### config.mk
export PLATFORM = sky130hd
export DESIGN_NAME = sound_event_scheduler
export DESIGN_NICKNAME = d
export VERILOG_FILES = /design/src/rtl/sound_event_scheduler_pkg.sv /design/src/rtl/sound_event_scheduler_req_latch.sv /design/src/rtl/sound_event_scheduler.sv
export SDC_FILE = /design/constraint.sdc
export NUM_CORES = 1
export LEC_CHECK = 0
export ABC_AREA = 1
export ABC_CLOCK_PERIOD_IN_PS = 4400
export BUFFER_PORTS_ARGS = -buffer_cell sky130_fd_sc_hd__buf_2
export CAP_MARGIN = 20
export CORE_UTILIZATION = 59
export CTS_BUF_LIST = sky130_fd_sc_hd__clkbuf_4 sky130_fd_sc_hd__clkbuf_8
export CTS_CLUSTER_DIAMETER = 200
export DETAILED_ROUTE_END_ITERATION = 8
export PLACE_DENSITY = 0.88
export SYNTH_ARGS = -nofsm -noshare
export SYNTH_HDL_FRONTEND = slang
export SYNTH_SLANG_ARGS = --single-unit
### constraint.sdc
create_clock -name clk -period 4.4 [get_ports clk]
set_clock_uncertainty 0.2 [all_clocks]
set_input_delay 0.44 -clock clk [delete_from_list [all_inputs] [get_ports clk]]
set_output_delay 0.44 -clock clk [all_outputs]
set_load 0.02 [all_outputs]
### src/rtl/sound_event_scheduler_pkg.sv
// Shared codes, FSM encodings and default tone constants for the sound event scheduler.
// Also holds the saturating adder used for the lost-request counter.
package sound_event_scheduler_pkg;

  typedef enum logic [1:0] {
    SRC_NONE  = 2'd0,
    SRC_HALT  = 2'd1,
    SRC_MATCH = 2'd2,
    SRC_KEY   = 2'd3
  } src_e;

  typedef enum logic [1:0] {
    ST_IDLE  = 2'd0,
    ST_START = 2'd1,
    ST_PLAY  = 2'd2,
    ST_GAP   = 2'd3
  } state_e;

  localparam int NUM_SRC = 3;

  localparam logic [17:0] HP_HALT_DEF   = 18'd50000;
  localparam logic [23:0] DUR_HALT_DEF  = 24'd25000000;
  localparam logic [17:0] HP_MATCH_DEF  = 18'd25000;
  localparam logic [23:0] DUR_MATCH_DEF = 24'd10000000;
  localparam logic [17:0] HP_KEY_DEF    = 18'd12500;
  localparam logic [23:0] DUR_KEY_DEF   = 24'd2500000;
  localparam logic [23:0] GAP_DEF       = 24'd2500000;

  function automatic logic [7:0] sat_add8(input logic [7:0] base, input logic [1:0] inc);
    logic [8:0] sum;
    sum = {1'b0, base} + {7'd0, inc};
    return sum[8] ? 8'hFF : sum[7:0];
  endfunction

endpackage

### src/rtl/sound_event_scheduler_req_latch.sv
// One requester: rising-edge detect, pending flag, and a one-cycle strobe for a coalesced edge.
// A new edge beats a same-cycle grant clear; mute flushes the flag and swallows edges.
module sound_event_scheduler_req_latch (
  input  logic clk,
  input  logic reset_n,
  input  logic mute,
  input  logic req,
  input  logic clr,
  output logic pend,
  output logic drop
);

  logic req_q;
  logic pend_q;
  logic pend_d;
  logic req_rise;

  assign req_rise = req & ~req_q;

  always_comb begin
    pend_d = pend_q;
    if (mute) begin
      pend_d = 1'b0;
    end else if (req_rise) begin
      pend_d = 1'b1;
    end else if (clr) begin
      pend_d = 1'b0;
    end
  end

  always_ff @(posedge clk or negedge reset_n) begin
    if (!reset_n) begin
      req_q  <= 1'b0;
      pend_q <= 1'b0;
    end else begin
      req_q  <= req;
      pend_q <= pend_d;
    end
  end

  assign pend = pend_q;
  assign drop = req_rise & pend_q & ~clr & ~mute;

endmodule

### src/rtl/sound_event_scheduler.sv
// Arbitrates halt/match/key requests onto one tone generator: edge->trigger in 2 cycles when idle,
// then holds pitch/length through the tone and a silent gap; requests arriving meanwhile wait.
module sound_event_scheduler
  import sound_event_scheduler_pkg::*;
#(
  parameter logic [17:0] HP_HALT   = HP_HALT_DEF,
  parameter logic [23:0] DUR_HALT  = DUR_HALT_DEF,
  parameter logic [17:0] HP_MATCH  = HP_MATCH_DEF,
  parameter logic [23:0] DUR_MATCH = DUR_MATCH_DEF,
  parameter logic [17:0] HP_KEY    = HP_KEY_DEF,
  parameter logic [23:0] DUR_KEY   = DUR_KEY_DEF,
  parameter logic [23:0] GAP       = GAP_DEF
) (
  input  logic        clk,
  input  logic        reset_n,
  input  logic        mute,
  input  logic        req_halt,
  input  logic        req_match,
  input  logic        req_key,
  output logic        play_trigger,
  output logic [17:0] half_period,
  output logic [23:0] duration,
  output logic        busy,
  output logic [1:0]  active_src,
  output logic [7:0]  drop_count
);

  localparam logic [23:0] GAP_M1 = GAP - 24'd1;

  logic [NUM_SRC-1:0] req_vec;
  logic [NUM_SRC-1:0] pend;
  logic [NUM_SRC-1:0] drop;
  logic [NUM_SRC-1:0] clr;

  assign req_vec = {req_key, req_match, req_halt};

  for (genvar i = 0; i < NUM_SRC; i++) begin : g_src
    sound_event_scheduler_req_latch u_latch (
      .clk     (clk),
      .reset_n (reset_n),
      .mute    (mute),
      .req     (req_vec[i]),
      .clr     (clr[i]),
      .pend    (pend[i]),
      .drop    (drop[i])
    );
  end

  state_e      state_q;
  src_e        src_q;
  logic [23:0] timer_q;
  logic        trig_q;
  logic        busy_q;
  logic [17:0] hp_q;
  logic [23:0] dur_q;
  logic [7:0]  drop_cnt_q;
  logic [7:0]  drop_cnt_d;

  src_e        grant_src;
  logic [17:0] hp_sel;
  logic [23:0] dur_sel;

  // Fixed priority: halt over match over key, only from IDLE and never while muted.
  always_comb begin
    grant_src = SRC_NONE;
    if (state_q == ST_IDLE && !mute) begin
      if (pend[0]) begin
        grant_src = SRC_HALT;
      end else if (pend[1]) begin
        grant_src = SRC_MATCH;
      end else if (pend[2]) begin
        grant_src = SRC_KEY;
      end
    end
  end

  always_comb begin
    hp_sel  = '0;
    dur_sel = '0;
    case (grant_src)
      SRC_HALT:  begin hp_sel = HP_HALT;  dur_sel = DUR_HALT;  end
      SRC_MATCH: begin hp_sel = HP_MATCH; dur_sel = DUR_MATCH; end
      SRC_KEY:   begin hp_sel = HP_KEY;   dur_sel = DUR_KEY;   end
      default:   begin hp_sel = '0;       dur_sel = '0;        end
    endcase
  end

  assign clr = {grant_src == SRC_KEY, grant_src == SRC_MATCH, grant_src == SRC_HALT};

  always_ff @(posedge clk or negedge reset_n) begin
    if (!reset_n) begin
      state_q <= ST_IDLE;
      src_q   <= SRC_NONE;
      timer_q <= '0;
      trig_q  <= 1'b0;
      busy_q  <= 1'b0;
      hp_q    <= '0;
      dur_q   <= '0;
    end else begin
      trig_q <= 1'b0;
      case (state_q)
        ST_IDLE: begin
          if (grant_src != SRC_NONE) begin
            src_q   <= grant_src;
            hp_q    <= hp_sel;
            dur_q   <= dur_sel;
            trig_q  <= 1'b1;
            busy_q  <= 1'b1;
            state_q <= ST_START;
          end
        end
        ST_START: begin
          timer_q <= dur_q - 24'd1;
          state_q <= ST_PLAY;
        end
        ST_PLAY: begin
          if (timer_q == '0) begin
            timer_q <= GAP_M1;
            state_q <= ST_GAP;
          end else begin
            timer_q <= timer_q - 24'd1;
          end
        end
        ST_GAP: begin
          if (timer_q == '0) begin
            busy_q  <= 1'b0;
            state_q <= ST_IDLE;
          end else begin
            timer_q <= timer_q - 24'd1;
          end
        end
        default: state_q <= ST_IDLE;
      endcase
    end
  end

  assign drop_cnt_d = sat_add8(drop_cnt_q, {1'b0, drop[0]} + {1'b0, drop[1]} + {1'b0, drop[2]});

  always_ff @(posedge clk or negedge reset_n) begin
    if (!reset_n) begin
      drop_cnt_q <= '0;
    end else begin
      drop_cnt_q <= drop_cnt_d;
    end
  end

  assign play_trigger = trig_q;
  assign half_period  = hp_q;
  assign duration     = dur_q;
  assign busy         = busy_q;
  assign active_src   = src_q;
  assign drop_count   = drop_cnt_q;

endmodule
# Word-level counts from Yosys, hierarchy flattened
# Index checks and enable logic that the tools add are counted.
[totals] word_cells=90 reg_bits=86 in_bits=6 output_inout_bits=54
[classes] add_sub_neg=5 n_eq_ne=10 n_mux=28 bitwise=19 n_reduce_logical=14
[ops] cell="24-bit one-hot mux with 3 select lines" n=2
[ops] cell="24-bit 2-to-1 mux" n=2
[ops] cell="16-bit one-hot mux with 3 select lines" n=1
[ops] cell="24-bit by 1-bit subtractor with 24-bit output (second input constant)" n=2
[ops] cell="24-bit zero test" n=1
[ops] cell="2-bit 2-to-1 mux" n=7
[ops] cell="1-bit 2-to-1 mux" n=13
[ops] cell="1-bit AND" n=12
[ops] cell="3-bit nonzero test" n=4
[ops] cell="8-bit by 2-bit adder with 9-bit output" n=1
[ops] cell="2-bit equality test (second input constant)" n=4
[ops] cell="8-bit 2-to-1 mux" n=1
[ops] cell="2-bit one-hot mux with 4 select lines" n=1
[ops] cell="1-bit inverter" n=7
[ops] cell="2-bit inequality test (second input constant)" n=3
[ops] cell="3-bit AND reduction" n=2
[ops] cell="2-bit by 1-bit equality test with 1-bit output (second input constant)" n=2
[ops] cell="2-bit AND reduction" n=2
[ops] cell="2-bit nonzero test" n=2
[ops] cell="1-bit by 1-bit adder with 2-bit output" n=1
[ops] cell="2-bit by 1-bit adder with 2-bit output" n=1
[ops] cell="2-bit zero test" n=1
[ops] cell="2-bit by 1-bit inequality test with 1-bit output (second input constant)" n=1
[ops] cell="1-bit one-hot mux with 2 select lines" n=1
[ops] cell="2 further kinds" n=2

# Logic depth before layout (Yosys ltp)
# Gate-level depths: netlist of the first run.
[logic_depth] word_depth=12 mapped_depth=19 mapped_depth_nobuf=19

# Hierarchy
# From an unflattened synthesis of the first run, not the netlist that was laid out.
[unflattened] cells_unflattened=507 hier_area_um2=3629.7
[modules_own_cells] module="sound_event_scheduler" seq_area_each_um2=1076.0 area_each_um2=3382.0 cells_per_inst=480 instances=1
[modules_own_cells] module="sound_event_scheduler_req_latch" seq_area_each_um2=50.0 area_each_um2=82.6 cells_per_inst=9 instances=3

# Worst setup path after synthesis of the first run
# Ideal clock, no wire load.
[synth_timing] kind="register -> register" from="register state_q[0]" to="register drop_cnt_q[6], in the netlist drop_count[6]" arrival_ps=3138 t_required_ps=4064 setup_ps=136 stages_incl_launch_ff=19 synth_period_minus_slack_ps=3474 path_slack_ps=926 path_buffers=0 path_cell_list="dfrtp_1 -> inv_1 -> ha_1 -> inv_1 -> nor2_1 -> inv_1 -> nor3_1 -> inv_1 -> ha_1 -> nor2_1 -> nand3_1 -> fa_1 -> inv_1 -> ha_1 -> fa_1 -> nand2_1 -> nor4_1 -> nand2_1 -> o21ai_0"
[synth_via] elab_chain_cells=11 word_cells_on_any_way=19 classes_between="3 x add/sub; 3 x eq/ne; 2 x mux; 9 x bitwise; 2 x reduce/logical"
[synth_rtl] element="start: declaration" line_no="sound_event_scheduler.sv:49" text="state_e state_q;"
[synth_rtl] element="start signal: assignment" line_no="sound_event_scheduler.sv:92" text="state_q <= ST_IDLE;"
[synth_rtl] element="start signal: assignment" line_no="sound_event_scheduler.sv:109" text="state_q <= ST_START;"
[synth_rtl] element="start signal: assignment" line_no="sound_event_scheduler.sv:114" text="state_q <= ST_PLAY;"
[synth_rtl] element="2-bit zero test *" line_no="sound_event_scheduler.sv:66" text="if (state_q == ST_IDLE && !mute) begin"
[synth_rtl] element="1-bit logical AND *" line_no="sound_event_scheduler.sv:66"
[synth_rtl] element="2-bit 2-to-1 mux *" line_no="sound_event_scheduler.sv:66"
[synth_rtl] element="via grant_src[1]" line_no="sound_event_scheduler.sv:59" text="src_e grant_src;"
[synth_rtl] element="2-bit by 1-bit equality test with 1-bit output / 2-bit equality test (equally long branches)" line_no="sound_event_scheduler.sv:88" text="assign clr = {grant_src == SRC_KEY, grant_src == SRC_MATCH, grant_src == SRC_HALT};"
[synth_rtl] element="1-bit inverter" line_no="sound_event_scheduler_req_latch.sv:42" text="assign drop = req_rise & pend_q & ~clr & ~mute;"
[synth_rtl] element="1-bit AND (2 in a row)" line_no="sound_event_scheduler_req_latch.sv:42"
[synth_rtl] element="1-bit by 1-bit adder with 2-bit output" line_no="sound_event_scheduler.sv:137" text="assign drop_cnt_d = sat_add8(drop_cnt_q, {1'b0, drop[0]} + {1'b0, drop[1]} + {1'b0, drop[2]});"
[synth_rtl] element="2-bit by 1-bit adder with 2-bit output *" line_no="sound_event_scheduler.sv:137"
[synth_rtl] element="8-bit by 2-bit adder with 9-bit output *" line_no="sound_event_scheduler_pkg.sv:31" text="sum = {1'b0, base} + {7'd0, inc};"
[synth_rtl] element="8-bit 2-to-1 mux *" line_no="sound_event_scheduler_pkg.sv:32" text="return sum[8] ? 8'hFF : sum[7:0];"
[synth_rtl] element="via drop_cnt_d[6]" line_no="sound_event_scheduler.sv:57" text="logic [7:0] drop_cnt_d;"
[synth_rtl] element="end signal: assignment" line_no="sound_event_scheduler.sv:143" text="drop_cnt_q <= drop_cnt_d;"
[synth_rtl] element="end: declaration" line_no="sound_event_scheduler.sv:56" text="logic [7:0] drop_cnt_q;"
# The timed path passes the listed nets; every way through them passes the cells marked *.
# A chain may end at the register's enable or synchronous reset.

# Worst setup path after layout of the first run
# Same ends and word-level chain as after synthesis.

==> results.txt, run 1 <==
The antenna diode count is 0. The die outline height came out at 80.0 µm. The mean routed wirelength per cell is 13.0 µm. The fraction of layout instances using a drive strength above 1 is 0.153. Prior to clock tree synthesis, the placed netlist has a worst setup slack of 0.357 ns. The transition time at the pin with the least slew margin came out at between 0.7 and 0.8 ns. The floorplan row count came out at 28. The final setup violation count is 0.

The final route contains 3215 vias. The Yosys step of the flow raised 0 warnings. The number of input and output port buffers inserted came out at 48. Overall power consumption after layout is estimated at ~3 mW.

The post-route standard cell area excluding fillers came out at 0.00379 mm². The clock period minus final worst setup slack is 3.95 ns. The TritonCTS buffer count is 5.

The number of global-route vias before repair came to 2926. The path depth of the worst reg2reg path is 18. The cell count after placement is 588. The worst setup path is of the register to register kind. The met2 wire length is between 3 and 4 mm. The sequential share of the synthesized area is 0.342.

The number of filler cells placed in the layout came out at roughly 520. The max-cap violation count is 0. Before antenna repair, the detailed router went through 5 iterations. The maximum number of pins on one net before global-route repair came out at 50. The number of library cell types mapped by synthesis is 35. The share of synthesized flip-flops with an asynchronous set or reset came out at 1.00. The required time reported for the critical path endpoint came out at 4.44 ns. The commonest cells after synthesis are nand2_1, nor2_1, inv_1, dfrtp_1, buf_4. The number of max-slew violations in the final report came out at 0. The via count normalized by instance count came out at 5.38. The area of the placeable core is 0.00589 mm². The static leakage came out at 1.96 nW. The worst setup path is captured at a register.

VDD sags by at most 0.472 mV. The clock insertion delay at the later pin of the skew report is between 0.3 and 0.4 ns. The boundary pin count is 60. Ranked by total cell area, the synthesized netlist is headed by dfrtp_1, nand2_1, nor2_1. The clock net sink count is 49. The class of the worst hold path is input pin to register. Of the post-synthesis cell area, the dominant cell type holds 0.342. TritonCTS built the clock tree.

The clock-pin slew on the worst setup and hold paths is approximately 0.11 ns. The post-route non-filler standard cell count is roughly 600. The count of state elements after synthesis is between 40 and 50. The overall die width came out at ~80 µm. The cell area after placement came out at 0.00362 mm². The routed metal-1 wire length came out at approximately 3.4 mm.

Detailed routing placed a total of 441 µm of wire on met3. The highest achievable clock rate came out at around 250 MHz. The total overflow left after global routing is 0. The number of nets with antenna violations after routing came out at 0. In the finished design, the share of the clock period the worst path needs comes to 0.898. The routed wire length is 7.80 mm.

The synthesized netlist cell count is between 400 and 500. The placed wire-length estimate is 5.78 mm. The power per unit of standard cell area came out at 789 mW/mm².

The worst path arrival time came out at 3.99 ns. The die outline area is roughly 0.0064 mm². The layout overhead on the synthesized area is 5.83%.

The CTS H-tree depth came out at 2. Across every metal layer, demand over resource in global routing totals 0.262. The flow ran to the end, and the final reports show no timing, DRC or antenna violations. The net count of the finished layout came out at around 540.

The worst pin sits at a relative slew slack of 0.517. After the first detailed-routing iteration, the DRC count stood at about 250. STA classifies the critical path startpoint as a register.

In this run the worst path has a maximum fanout of 7. In the routed design, unresolved DRC markers number 0. The deepest clock path buffer count is 2. The cell with the most instances after synthesis is nand2_1.

The starting utilization of the core area is 0.609. In this run, synthesis inferred 0 flip-flops with an integrated enable. For this run, the leading register cell type out of synthesis is dfrtp_1. The number of antenna violations at the first check in global routing was 0. Setup repair after global routing left no endpoint under its margin. The largest total area in the synthesized netlist belongs to dfrtp_1. Routability-driven placement finished with a final weighted congestion of 0.918. The highest metal layer used by the detailed router is met4. The sum of negative setup slack is 0 ns. The synthesized cell area is 0.00359 mm². The mean cell area of the mapped netlist came out at roughly 7.2 µm². Across all setup checks in the final design, the least slack found is 0.450 ns.

The first global-routing pass estimated 13.1 mm of wire. The cell sitting at the root of the clock tree is a clkbuf_8. The number of cells on the worst hold path is 1. The number of hold violations in the final report came to 0.
where the power goes:
part	switching, mW	internal [mW]	total [mW]
Combinational	1.17	0.562	1.73
Clock	0.169	0.229	0.398
Sequential	0.236	0.634	0.870
Total	1.57	1.43	3.00
registers in the layout, indices dropped and copies added, names as in the netlist:
register and flops:
active_src 2, busy 1, drop_count 8, g_src.u_latch.pend 3, g_src.u_latch.req_q 3, half_period 5, play_trigger 1, state_q 2
timer_q 24
final timing paths:
path                                        startpoint                                to  slack, ns
worst min-delay path                          req_halt  g_src[0].u_latch.req_q$_DFF_PN0_       0.03
max in group asynchronous                      reset_n           timer_q[15]$_DFFE_PN0P_       3.17
min in group asynchronous                      reset_n            timer_q[5]$_DFFE_PN0P_       0.32
worst max-delay path            state_q[0]$_DFFE_PN0P_           drop_count[6]$_DFF_PN0_       0.45
worst min register to register        busy$_DFFE_PN0P_                  busy$_DFFE_PN0P_       0.30
worst max register to register  state_q[0]$_DFFE_PN0P_           drop_count[6]$_DFF_PN0_       0.45
routing by layer:
metal,vias to the layer above,track usage
met5,-,0
met4,0,0.0929
met3,12,0.0457
li1,1579,-
met2,120,0.441
met1,1504,0.338
critical path, cell delays in order, from the launching register on:
cell	delay, ns
dfrtp_1	0.39
inv_1	0.12
ha_1	0.20
inv_1	0.07
nor2_1	0.09
inv_1	0.07
nor3_2	0.20
inv_1	0.12
ha_1	0.23
nor2_1	0.18
nand3_1	0.13
fa_1	0.47
inv_1	0.07
ha_1	0.19
fa_1	0.20
nand2_1	0.09
nor4_1	0.43
nand2_1	0.27
o21ai_0	0.14
final cells by class:
class / instances / area [µm²] / share of cell area
multi-input cells: 363 / 1870 / 0.492
flip-flops and latches: 49 / 1230 / 0.323
repair buffers: 50 / 270 / 0.0712
inverters: 53 / 199 / 0.0524
well taps: 75 / 93.8 / 0.0247
clock buffers: 5 / 68.8 / 0.0181
clock inverters: 3 / 68.8 / 0.0181
layout by cell type (no fill, tap or decap), types with 6 or more instances in the layout:
| cell type | n |
|---|---|
| a21oi_1 | 27 |
| nor2_1 | 85 |
| inv_1 | 51 |
| nor2_4 | 6 |
| nor3_1 | 6 |
| dfrtp_1 | 49 |
| xor2_1 | 6 |
| nand2_1 | 111 |
| nor2_2 | 6 |
| buf_2 | 48 |
| nand3_1 | 27 |
| ha_1 | 14 |
| o21ai_0 | 26 |
| conb_1 | 11 |
per-stage QoR:
step / utilization / hold WS, ns
after floorplan: - / -0.0556
after global placement: 0.615 / 0.283
after detailed placement: 0.615 / 0.278
after CTS: 0.639 / 0.0340
after global routing: 0.645 / 0.0274
final: 0.645 / 0.0314
kinds of logic after synthesis:
group	count (synthesis)	share of synthesized area
DFF	49	0.342
other	1	0.00105
adders and majority gates	16	0.0600
AOI/OAI and AO/OA	63	0.0932
xor gates and xnor gates	9	0.0220
and+or+nand+nor	264	0.333
buffers and inverters	97	0.149
repair_timing:
item	in CTS	in global routing
resized for setup	0	1
hold buffers	0	1
setup buffers	0	0
endpoints found under the setup margin	0	7
endpoints found under the hold margin	0	10
Note: power is estimated with default switching activity, not from simulation.
==> run 2, diff against run 1 <==
- SYNTH_HIERARCHICAL: not set -> 1
==> results.txt, run 2 <==
The run finished with clean final reports. By instance count, the cell type seen most on the critical path is inv_1. The met1 global-route usage is 0.331. Yosys attributes the largest share of cell area to dfrtp_1, nand2_1, buf_4. The synthesized netlist cell count came out at approximately 510. The path depth of the worst reg2reg path came out at 18.

The share of total power dissipated in sequential elements is 0.513. The clock tree from TritonCTS is built. The mean cell area of the mapped netlist is 7.16 µm². The share of synthesized area in the top cell type comes to 0.338. Of the total power, combinational logic draws 0.189. The relative slew slack came out at 0.540. The synthesized cell area is 0.00363 mm². The number of global-route vias before repair came out at 2938. The largest vdd supply drop is 0.256 mV. The most common cell after layout, fill and taps aside is nand2_1. For this run, the number of Yosys warnings is 6. The layer flagged by global routing as most heavily used is met2.

The CTS H-tree depth came out at 2. Of all cell types, the one taking the most synthesized area is dfrtp_1. The total via count after detailed routing came out at 3218. The required time reported for the critical path endpoint came out at around 4.4 ns. The buffer cell driving the clock tree root is clkbuf_8. The power per unit of standard cell area came out at about 260 mW/mm². The clock period minus final worst setup slack is 3.84 ns. The clock-pin slew on the worst setup and hold paths came out at approximately 0.09 ns.

In the global route stage, overall resource usage came out at 0.260. The maximum fanout count along the critical path is 6. The sum of negative setup slack is 0 ns. The number of library cell types mapped by synthesis came out at 32. The worst setup path is captured at a register. In the synthesized netlist the dominant register cell turns out to be dfrtp_1.

The area of the placeable core came out at 0.00592 mm². The starting utilization of the core area is 0.613. By instance count, the leading cell after synthesis is nand2_1. The number of remaining DRC errors is 0. The deepest clock path buffer count came out at 2. The max-cap violation count came out at 0. The flip-flop count of the largest register after layout came out at 24. The worst register-to-register path ends at drop_count[3]$_DFF_PN0_. Data arrives at the worst endpoint at 3.82 ns. The switching power of the nets is about 0.32 mW. The source of the worst register-to-register timing path is state_q[0]$_DFFE_PN0P_. Once placement finished, the instance area stood at 0.00366 mm². For this design the top-level I/O count stands at 60. The clock insertion delay at the later pin of the skew report came out at 0.31 ns.

Cell internal power was estimated by the tool at roughly 0.66 mW. Based on the critical path, the design can be clocked at up to around 260 MHz. After synthesis, the most frequently instantiated cells are nand2_1, nor2_1, inv_1, dfrtp_1, buf_4. The maximum number of pins on one net before global-route repair is 50. Measured along the y axis, the die boundary spans 80.4 µm. Of the total power, the share spent switching nets is 0.328. For the pin with the worst max-slew slack, the measured transition is 0.688 ns. The number of nets with antenna violations after routing is 0. The TritonCTS buffer count came out at 5. The via count normalized by instance count came out at 5.31. In the global route stage, met3 resource usage came out at 0.0398. The largest individual stage delay along the critical path comes from the cell fa_1. The floorplan row count is 28.

Summed over all layers, the routed wires come to 7.67 mm. The number of cells upsized or downsized after cts is 0. The net count of the finished layout is 552. The clock net sink count came out at 49. The count of state elements after synthesis is 49. The number of max-slew violations in the final report is 0. In the layout the commonest cells are nand2_1, nor2_1, inv_1. In this run the worst setup path begins at state_q[0]$_DFFE_PN0P_. The layout overhead on the synthesized area came out at 4.48%. Setup repair after global routing left no endpoint under its margin.

The critical path goes through inv_1 > ha_1 > inv_1 > nor2_1 > inv_1 > nor3_1 > inv_1 > ha_1 > nor2_1 > nand2_1 > nor2_2 > fa_1 > ha_1 > fa_1 > nand2_1 > inv_1 > nand3_1 > o21ai_0. Setup violations remaining at the end of the flow were counted as 0. STA classifies the critical path startpoint as a register. The overall die width came out at 80.4 µm. The sequential share of the synthesized area came out at 0.338. The post-route standard cell area excluding fillers is between 0.003 and 0.004 mm². The number of hold violations in the final report came to 0. After synthesis, the share of flip-flops with an asynchronous set or reset is 1.00. The final weighted congestion of routability-driven global placement is 0.954. The number of antenna violations at the first check in global routing is 0. On the final layout, the worst hold slack is 0.0631 ns. The first global-routing pass estimated 13.1 mm of wire. More flip-flops sit in one register than any other, and that register is timer_q.

The share of total power dissipated in the clock network is 0.298. During placement, the flow inserted port buffers numbering 48. The detailed router's first-iteration violation count is 209. Of the cells placed in the final design, the portion with a size suffix greater than 1 is 0.175. The antenna diode count is 0.

The remaining global-route overflow is 0. The final critical-path share of the clock period came out at 0.872. The number of iterations in the first detailed-routing pass is 4.

The met2 track utilization from global routing came out at 0.446. The number of synthesized flops with an enable pin is 0. The placed wire-length estimate is roughly 5.7 mm. The internal reg-to-reg setup slack is 0.56 ns. The class of the worst hold path is input pin to register. The critical path is of the register to register type. The die outline area came out at around 0.0065 mm². The largest single stage delay on the critical path is 0.44 ns. Dividing the detail-routed wire length by the instance count gives 12.7 µm. The static leakage came out at roughly 1.9 nW.

The most critical setup path has its endpoint at drop_count[3]$_DFF_PN0_.
## run 2: changes by cell type after synthesis, moves of 3 or more
| cell | previous run | this run |
|---|---|---|
| a21oi_1 | 27 | 22 |
| a21oi_2 | 0 | 4 |
| inv_1 | 51 | 55 |
| nand2_1 | 111 | 125 |
| nand4_1 | 5 | 8 |
| nor2_1 | 85 | 72 |
| nor2_2 | 6 | 16 |
| nor3_1 | 7 | 4 |
| nor4_1 | 4 | 0 |
| o21ai_0 | 26 | 23 |
| o21ai_2 | 0 | 3 |
| xor2_1 | 6 | 3 |
## run 2: worst max-delay path: cells and delay by family, from the launching register on
| family | cells | cell delay [ns] |
|---|---|---|
| and+or+nand+nor | 7 | 1.00 |
| adders and majority gates | 5 | 1.48 |
| buffers and inverters | 5 | 0.49 |
| DFF | 1 | 0.41 |
| AOI/OAI and AO/OA | 1 | 0.12 |
## run 2: area by class of cell
| cell class | count | area (µm²) |
|---|---|---|
| inverters | 56 | 210 |
| clock inverters | 2 | 17.5 |
| repair buffers | 50 | 270 |
| clock buffers | 6 | 82.6 |
| multi-input cells | 368 | 1890 |
| fillers | 521 | 2130 |
| well taps | 75 | 93.8 |
| flip-flops and latches | 49 | 1230 |
## run 2: what timing repair did
| item | CTS | global route |
|---|---|---|
| buffers inserted | 0 | 0 |
| hold endpoints to repair | 0 | 24 |
| hold buffers | 0 | 1 |
| endpoints found under the setup margin | 0 | 0 |
## run 2: worst min path at each step
stage                     start                               end  slack [ns]  cells past startpoint
2_1_floorplan           reset_n         active_src[0]$_DFFE_PN0P_       -0.06                      0
3_3_place_gp   busy$_DFFE_PN0P_                  busy$_DFFE_PN0P_        0.28                      2
3_5_place_dp   busy$_DFFE_PN0P_                  busy$_DFFE_PN0P_        0.29                      2
4_1_cts               req_match  g_src[1].u_latch/req_q$_DFF_PN0_        0.06                      1
5_1_grt               req_match  g_src[1].u_latch/req_q$_DFF_PN0_        0.05                      1
6_report              req_match  g_src[1].u_latch/req_q$_DFF_PN0_        0.06                      1
## run 2: power by group through the flow
stage	Clock (mW)	Sequential, mW	Combinational (mW)
3_5_place_dp	0	0.516	0.185
5_1_grt	0.317	0.514	0.207
3_3_place_gp	0	0.515	0.182
2_1_floorplan	0	0.540	0.125
6_report	0.295	0.507	0.187
4_1_cts	0.299	0.507	0.186
## run 2: metal layers
metal  up-vias  wire, µm  part of all wire
met5         -         0                 0
met1      1507      3500              0.46
met4         0       170             0.022
met2        95      3640              0.47
li1       1597         -                 -
met3        19       367             0.048
## run 2: cells by family after synthesis
group / count (synthesis) / share of synthesized area
fa+ha+maj: 16 / 0.0593
buf+inv: 100 / 0.151
xor+xnor: 8 / 0.0193
other cells: 1 / 0.00103
flops: 49 / 0.338
compound gates: 63 / 0.100
simple gates: 270 / 0.331
## run 2: through the flow
stage                      util  total power, mW  setup WS, ns  std cells
final                     0.641            0.988         0.565        606
after floorplan               -            0.664          1.01        517
after global placement    0.619            0.697         0.807        596
after detailed placement  0.619            0.701         0.678        596
after CTS                 0.635            0.991         0.552        604
after global routing      0.641             1.04         0.224        606
